===== config.mk =====
export PLATFORM = sky130hd
export DESIGN_NAME = seq_alu
export DESIGN_NICKNAME = d
export VERILOG_FILES = /design/src/rtl/alu_pkg.sv /design/src/rtl/bcd_digit_add.sv /design/src/rtl/seq_alu.sv
export SDC_FILE = /design/constraint.sdc
export NUM_CORES = 1
export LEC_CHECK = 0
export CORE_MARGIN = 3
export CORE_UTILIZATION = 40
export DETAILED_ROUTE_END_ITERATION = 10
export GPL_TIMING_DRIVEN = 1
export SLEW_MARGIN = 20
export SYNTH_ARGS = -nofsm -noshare
export SYNTH_HDL_FRONTEND = slang
export SYNTH_SLANG_ARGS = --single-unit

===== constraint.sdc =====
create_clock -name clk -period 9.55 [get_ports clk]
set_input_delay 0.955 -clock clk [delete_from_list [all_inputs] [get_ports clk]]
set_output_delay 0.955 -clock clk [all_outputs]
set_load 0.005 [all_outputs]

===== src/rtl/alu_pkg.sv =====
// Shared encodings for the sequential ALU: opcodes, PSW flag positions and FSM states.
package alu_pkg;

  typedef enum logic [3:0] {
    OP_ADD  = 4'd0,
    OP_ADDC = 4'd1,
    OP_SUB  = 4'd2,
    OP_SUBC = 4'd3,
    OP_CMP  = 4'd4,
    OP_XOR  = 4'd5,
    OP_AND  = 4'd6,
    OP_OR   = 4'd7,
    OP_BIT  = 4'd8,
    OP_BIC  = 4'd9,
    OP_BIS  = 4'd10,
    OP_SRA  = 4'd11,
    OP_RRC  = 4'd12,
    OP_DADD = 4'd13
  } alu_op_e;

  localparam int PSW_V = 4;
  localparam int PSW_N = 2;
  localparam int PSW_Z = 1;
  localparam int PSW_C = 0;

  typedef enum logic [1:0] {
    ST_IDLE = 2'd0,
    ST_EXEC = 2'd1,
    ST_DONE = 2'd2
  } alu_state_e;

endpackage


===== src/rtl/bcd_digit_add.sv =====
// One BCD digit of decimal addition; digits above 9 are handled arithmetically.
module bcd_digit_add (
  input  logic [3:0] a,
  input  logic [3:0] b,
  input  logic       cin,
  output logic [3:0] sum,
  output logic       cout
);

  logic [4:0] raw;

  always_comb begin
    raw  = {1'b0, a} + {1'b0, b} + {4'b0000, cin};
    cout = (raw >= 5'd10);
    sum  = cout ? 4'(raw - 5'd10) : raw[3:0];
  end

endmodule


===== src/rtl/seq_alu.sv =====
// Multi-cycle ALU: single-step arithmetic/logic, bit-serial shifts and digit-serial BCD add.
module seq_alu
  import alu_pkg::*;
#(
  parameter int WIDTH  = 16,
  parameter int BYTE_W = 8
) (
  input  logic             clk,
  input  logic             rst,
  input  logic             in_valid,
  output logic             in_ready,
  input  logic [3:0]       op,
  input  logic             bw,
  input  logic             upd,
  input  logic [WIDTH-1:0] dst,
  input  logic [WIDTH-1:0] src,
  input  logic [15:0]      psw_i,
  output logic [WIDTH-1:0] result,
  output logic [15:0]      psw_o,
  output logic             out_valid
);

  localparam int CNT_W = $clog2(WIDTH) + 1;
  localparam int IDX_W = $clog2(WIDTH);

  alu_state_e       state, state_nxt;
  logic [CNT_W-1:0] step_cnt, steps_in, shift_in, shift_q, nib_total, nib_idx;
  logic [3:0]       op_q;
  logic             bw_q, upd_q, cw, cw_nxt;
  logic [WIDTH-1:0] src_q, acc, acc_nxt, val, flag_val;
  logic [15:0]      psw_q, psw_nxt;
  logic             accept, last_step, shift_nz, is_arith, sub_op, cin;
  logic [IDX_W-1:0] msb_idx, nib_base;
  logic [WIDTH-1:0] ow_mask, ow_m1, bit_k, bit_mask, src_b, sum_w;
  logic [WIDTH:0]   sum_wide;
  logic [BYTE_W:0]  sum_byte;
  logic             c_out, v_out;
  logic [3:0]       nib_a, nib_b, nib_s;
  logic             nib_co;

  assign accept    = in_valid && in_ready;
  assign last_step = (step_cnt == CNT_W'(1));

  // Cycle count for a new request; a zero shift count still costs one EXEC cycle.
  always_comb begin
    shift_in = bw ? CNT_W'(src % BYTE_W) : CNT_W'(src % WIDTH);
    steps_in = CNT_W'(1);
    if (op == OP_DADD)
      steps_in = bw ? CNT_W'(BYTE_W / 4) : CNT_W'(WIDTH / 4);
    else if ((op == OP_SRA || op == OP_RRC) && shift_in != '0)
      steps_in = shift_in;
  end

  always_ff @(posedge clk or posedge rst) begin
    if (rst) state <= ST_IDLE;
    else     state <= state_nxt;
  end

  always_comb begin
    state_nxt = state;
    case (state)
      ST_IDLE: if (accept) state_nxt = ST_EXEC;
      ST_EXEC: if (last_step) state_nxt = ST_DONE;
      ST_DONE: state_nxt = ST_IDLE;
      default: state_nxt = ST_IDLE;
    endcase
  end

  always_comb begin
    in_ready  = (state == ST_IDLE);
    out_valid = (state == ST_DONE);
  end

  // Operand-width views shared by every operation.
  always_comb begin
    ow_mask   = bw_q ? WIDTH'({BYTE_W{1'b1}}) : '1;
    ow_m1     = bw_q ? WIDTH'(BYTE_W - 1) : WIDTH'(WIDTH - 1);
    msb_idx   = bw_q ? IDX_W'(BYTE_W - 1) : IDX_W'(WIDTH - 1);
    bit_k     = (src_q > ow_m1) ? ow_m1 : src_q;
    bit_mask  = WIDTH'(1) << bit_k;
    shift_nz  = (shift_q != '0);
    nib_total = bw_q ? CNT_W'(BYTE_W / 4) : CNT_W'(WIDTH / 4);
    nib_idx   = nib_total - step_cnt;
    nib_base  = IDX_W'({nib_idx, 2'b00});
    nib_a     = acc[nib_base +: 4];
    nib_b     = src_q[nib_base +: 4];
  end

  bcd_digit_add u_bcd (
    .a    (nib_a),
    .b    (nib_b),
    .cin  (cw),
    .sum  (nib_s),
    .cout (nib_co)
  );

  // Adder shared by ADD/ADDC/SUB/SUBC/CMP; subtracts add the inverted source.
  always_comb begin
    is_arith = op_q inside {OP_ADD, OP_ADDC, OP_SUB, OP_SUBC, OP_CMP};
    sub_op   = op_q inside {OP_SUB, OP_SUBC, OP_CMP};
    src_b    = sub_op ? ~src_q : src_q;
    case (op_q)
      OP_ADDC, OP_SUBC: cin = cw;
      OP_SUB, OP_CMP:   cin = 1'b1;
      default:          cin = 1'b0;
    endcase
    sum_wide = {1'b0, acc} + {1'b0, src_b} + (WIDTH+1)'(cin);
    sum_byte = {1'b0, acc[BYTE_W-1:0]} + {1'b0, src_b[BYTE_W-1:0]} + (BYTE_W+1)'(cin);
    sum_w    = bw_q ? {acc[WIDTH-1:BYTE_W], sum_byte[BYTE_W-1:0]} : sum_wide[WIDTH-1:0];
    c_out    = bw_q ? sum_byte[BYTE_W] : sum_wide[WIDTH];
    v_out    = (acc[msb_idx] == src_b[msb_idx]) && (sum_w[msb_idx] != acc[msb_idx]);
  end

  always_comb begin
    val    = acc;
    cw_nxt = cw;
    case (op_q)
      OP_ADD, OP_ADDC, OP_SUB, OP_SUBC: val = sum_w;
      OP_XOR: val = acc ^ src_q;
      OP_AND: val = acc & src_q;
      OP_OR:  val = acc | src_q;
      OP_BIT: val = acc & bit_mask;
      OP_BIC: val = acc & ~bit_mask;
      OP_BIS: val = acc | bit_mask;
      OP_SRA: if (shift_nz) begin
        val          = acc >> 1;
        val[msb_idx] = acc[msb_idx];
      end
      OP_RRC: if (shift_nz) begin
        val          = acc >> 1;
        val[msb_idx] = cw;
        cw_nxt       = acc[0];
      end
      OP_DADD: begin
        val[nib_base +: 4] = nib_s;
        cw_nxt             = nib_co;
      end
      default: val = acc;
    endcase
    acc_nxt  = (acc & ~ow_mask) | (val & ow_mask);
    flag_val = (op_q == OP_CMP) ? sum_w : acc_nxt;
  end

  // RRC and DADD own the carry regardless of upd; undefined opcodes leave the PSW alone.
  always_comb begin
    psw_nxt = psw_q;
    if (op_q <= OP_DADD) begin
      if (upd_q && op_q != OP_DADD) begin
        psw_nxt[PSW_N] = flag_val[msb_idx];
        psw_nxt[PSW_Z] = ((flag_val & ow_mask) == '0);
      end
      if (upd_q && is_arith) begin
        psw_nxt[PSW_C] = c_out;
        psw_nxt[PSW_V] = v_out;
      end
      if (op_q == OP_RRC || op_q == OP_DADD)
        psw_nxt[PSW_C] = cw_nxt;
      if (op_q == OP_DADD && upd_q)
        psw_nxt[PSW_Z] = ((acc_nxt & ow_mask) == '0);
    end
  end

  always_ff @(posedge clk or posedge rst) begin
    if (rst) begin
      step_cnt <= '0;
      shift_q  <= '0;
      op_q     <= '0;
      bw_q     <= 1'b0;
      upd_q    <= 1'b0;
      src_q    <= '0;
      psw_q    <= '0;
      acc      <= '0;
      cw       <= 1'b0;
      result   <= '0;
      psw_o    <= '0;
    end else if (accept) begin
      step_cnt <= steps_in;
      shift_q  <= shift_in;
      op_q     <= op;
      bw_q     <= bw;
      upd_q    <= upd;
      src_q    <= src;
      psw_q    <= psw_i;
      acc      <= dst;
      cw       <= psw_i[PSW_C];
    end else if (state == ST_EXEC) begin
      acc      <= acc_nxt;
      cw       <= cw_nxt;
      step_cnt <= step_cnt - CNT_W'(1);
      if (last_step) begin
        result <= acc_nxt;
        psw_o  <= psw_nxt;
      end
    end
  end

endmodule


==> metrics.txt <==
total track usage 28.74%; Antenna Diode Count 0; Req. time, crit path 9.83 ns; CP max stage delay 0.82 ns; ys async rst share 100.0%; Layout area overhead 17.55%; Layout Nets 1,152; Worst path slowest cell dfrtp_1; synthesized area 8090 µm²; worst hold path type flip-flop to flip-flop; number of global-route vias before repair 8,057; Critical R2R Launch step_cnt[0]$_DFFE_PP0P_; CP Class flip-flop to flip-flop; Rows 51; cts bufs inserted 9; max-cap violations 0; final WL 31.89 mm; Worst-Skew Late Latency 0.38 ns; Die Y 148.2 µm; fmax 163.2 MHz; cell mode on critical path inv_1; Synth Net Count 1,099; Routed WL per cell 23.91 µm; largest area contributor in the netlist dfrtp_1; synth top area cells dfrtp_1, nand2_1, o21ai_0; Cell Chain, Critical Path inv_1 -> ha_1 -> mux4_2 -> inv_1 -> fa_1 -> fa_1 -> xnor2_1 -> inv_1 -> ha_1 -> o2111ai_1 -> nand4_1 -> mux2i_1 -> a221oi_1 -> nand4_1 -> nor4_2 -> nand3_1 -> a221oi_2 -> a311oi_1 -> o31ai_1; DR DRC count 0; I/O pins 91; period utilization 64.15%; post-CTS setup buffer count 0; CP Launch Type flip-flop; CORE AREA 19,650 µm²; Yosys cell types 88; total gr overflow 0; FF+latch area 2377 µm²; Post-synth EDFFs 0; RSZ-0062 raised after global routing false; post-synthesis sequential area ratio 29.38%; Critical Path AT 6.41 ns; Syn Inst Count 1,011; predominant post-synthesis flop cell dfrtp_1; final hold violation count 0; Seq cells post-synth 95; antenna violations before repair 1; CP endpoint kind flip-flop; share of layout cells above drive strength 1 7.109%; largest net degree at the start of global routing 68; Initial Util 41.16%; Max clock buf depth 2; first-pass GRT wire length 48.55 mm; r2r worst-path depth 19; most common cell in the netlist nand2_1; worst r2r dst psw_o[1]$_DFFE_PP0P_; Slew Limit Fails 0; synth cell count leaders nand2_1, dfrtp_1, o21ai_0, a21oi_1, nor2_1; die area 21,970 µm²; Worst Hold Endpoint psw_o[7]$_DFFE_PP0P_; Avg Vias per Cell 6.304; Hold Path Cell Cnt 2; PostCTS Resize Cnt 0; root buf cell clkbuf_16; fillers 1,978; syn_area_per_cell 8.002 µm²; via count 8,409; min cycle time layout 6.127 ns; TNS Setup 0 ns; H-tree levels 3; R2R Setup Slk 3.42 ns; status finished, final reports clean; Clock transition at path regs 0.08 ns; final setup violation count 0; Max Clock Skew 0.01630 ns; top-area cell type share of the netlist area 29.38%; TritonCTS clock tree done; DRT iter0 DRCs 1,109; HPWL after DPL 23.68 mm; die width 148.2 µm; actual slew at the worst max-slew pin 0.9599 ns; Ys Warns 0; Max Fanout on Critical Path 18; Clock Sinks 95; CTS Hold Bufs 0; Rel. slew slack 35.51%; final antenna-violating net count 0; gpl congestion 0.9962; Multi-input gate area 5286 µm²; port buffer count 90; DR pass1 iterations 5; HP Start psw_q[7]$_DFFE_PP0P_
cell families after synthesis:
kind of cell	synth area share, %
mux	4.624
simple gates	26.91
xor+xnor	4.114
buf+inv	5.382
compound gates	24.42
flops	29.38
fa+ha+maj	5.165
metal layers:
layer / vias up / global-route usage (%) / part of all wire, %
met2: 465 / 42.68 / 43
li1: 3820 / - / -
met3: 103 / 7.313 / 9.6
met4: 2 / 13.76 / 4.6
met1: 4019 / 39.20 / 42
met5: - / 0 / 0.038
worst max-delay path: cells and delay by family (launching register included):
| family | cells | cell delay [ns] |
|---|---|---|
| buf+inv | 3 | 0.41 |
| simple gates | 4 | 0.83 |
| xor+xnor | 1 | 0.27 |
| mux | 2 | 0.61 |
| fa+ha+maj | 4 | 1.84 |
| compound gates | 5 | 1.24 |
| flops | 1 | 0.82 |
state kept, by name, summed over array words and instances, names as in the netlist:
| register | cells |
|---|---|
| bw_q | 1 |
| upd_q | 1 |
| step_cnt | 5 |
| psw_q | 16 |
| shift_q | 1 |
| psw_o | 16 |
| src_q | 16 |
| state | 2 |
| op_q | 4 |
| acc | 16 |
| result | 16 |
| cw | 1 |
how the worst max path moves through the flow:
stage / start / slack (ns) / cells after the start / to
2_1_floorplan: bw_q$_DFFE_PP0P_ / 4.24 / 21 / psw_o[1]$_DFFE_PP0P_
3_3_place_gp: step_cnt[0]$_DFFE_PP0P_ / 3.78 / 19 / psw_o[1]$_DFFE_PP0P_
3_5_place_dp: step_cnt[0]$_DFFE_PP0P_ / 3.51 / 19 / psw_o[1]$_DFFE_PP0P_
4_1_cts: step_cnt[0]$_DFFE_PP0P_ / 3.51 / 19 / psw_o[1]$_DFFE_PP0P_
5_1_grt: step_cnt[0]$_DFFE_PP0P_ / 2.80 / 19 / psw_o[1]$_DFFE_PP0P_
6_report: step_cnt[0]$_DFFE_PP0P_ / 3.42 / 19 / psw_o[1]$_DFFE_PP0P_
placed cells by master (no fill, tap or decap), types with 7 or more instances in the layout:
cell type / Yosys / layout
a211oi_1: 15 / 15
a21o_1: 9 / 9
a21oi_1: 44 / 44
a221oi_1: 9 / 9
a22oi_1: 21 / 21
a31oi_1: 10 / 10
and2_1: 7 / 7
and3_1: 8 / 8
buf_4: 3 / 23
clkbuf_16: 0 / 9
clkdlybuf4s50_1: 0 / 90
dfrtp_1: 95 / 95
ha_1: 27 / 27
inv_1: 30 / 29
mux2i_1: 16 / 16
mux4_2: 8 / 8
nand2_1: 209 / 209
nand2b_1: 12 / 12
nand3_1: 31 / 31
nand4_1: 24 / 24
nor2_1: 42 / 42
nor2b_1: 17 / 17
nor3_1: 12 / 12
o2111ai_1: 7 / 7
o211ai_1: 9 / 9
o21a_1: 9 / 9
o21ai_0: 75 / 75
o22ai_1: 12 / 12
or3_1: 9 / 9
xnor2_1: 28 / 28
xor2_1: 10 / 10
stage by stage:
stage / instance area (µm²) / utilization (%) / cells / worst slack [ns] / hold WS [ns]
2_1_floorplan: 8090 / - / 1011 / 4.239 / 0.4386
3_3_place_gp: 9184 / 46.73 / 1318 / 3.782 / 0.4461
3_5_place_dp: 9184 / 46.73 / 1318 / 3.512 / 0.4542
4_1_cts: 9503 / 48.35 / 1334 / 3.515 / 0.4727
5_1_grt: 9510 / 48.39 / 1334 / 2.803 / 0.4921
6_report: 9510 / 48.39 / 1334 / 3.423 / 0.4704
final cells by class:
class | instances | area share [%]
Clock buffer | 9 | 2.368
Tap cell | 265 | 3.486
Multi-Input combinational cell | 813 | 55.58
Sequential cell | 95 | 25.00
Clock inverter | 7 | 0.9867
Inverter | 32 | 1.289
Timing Repair Buffer | 113 | 11.29
Power is left out: the tool's default activity adds up to more than one toggle a clock period on the data nets, which glitch-free logic cannot reach.
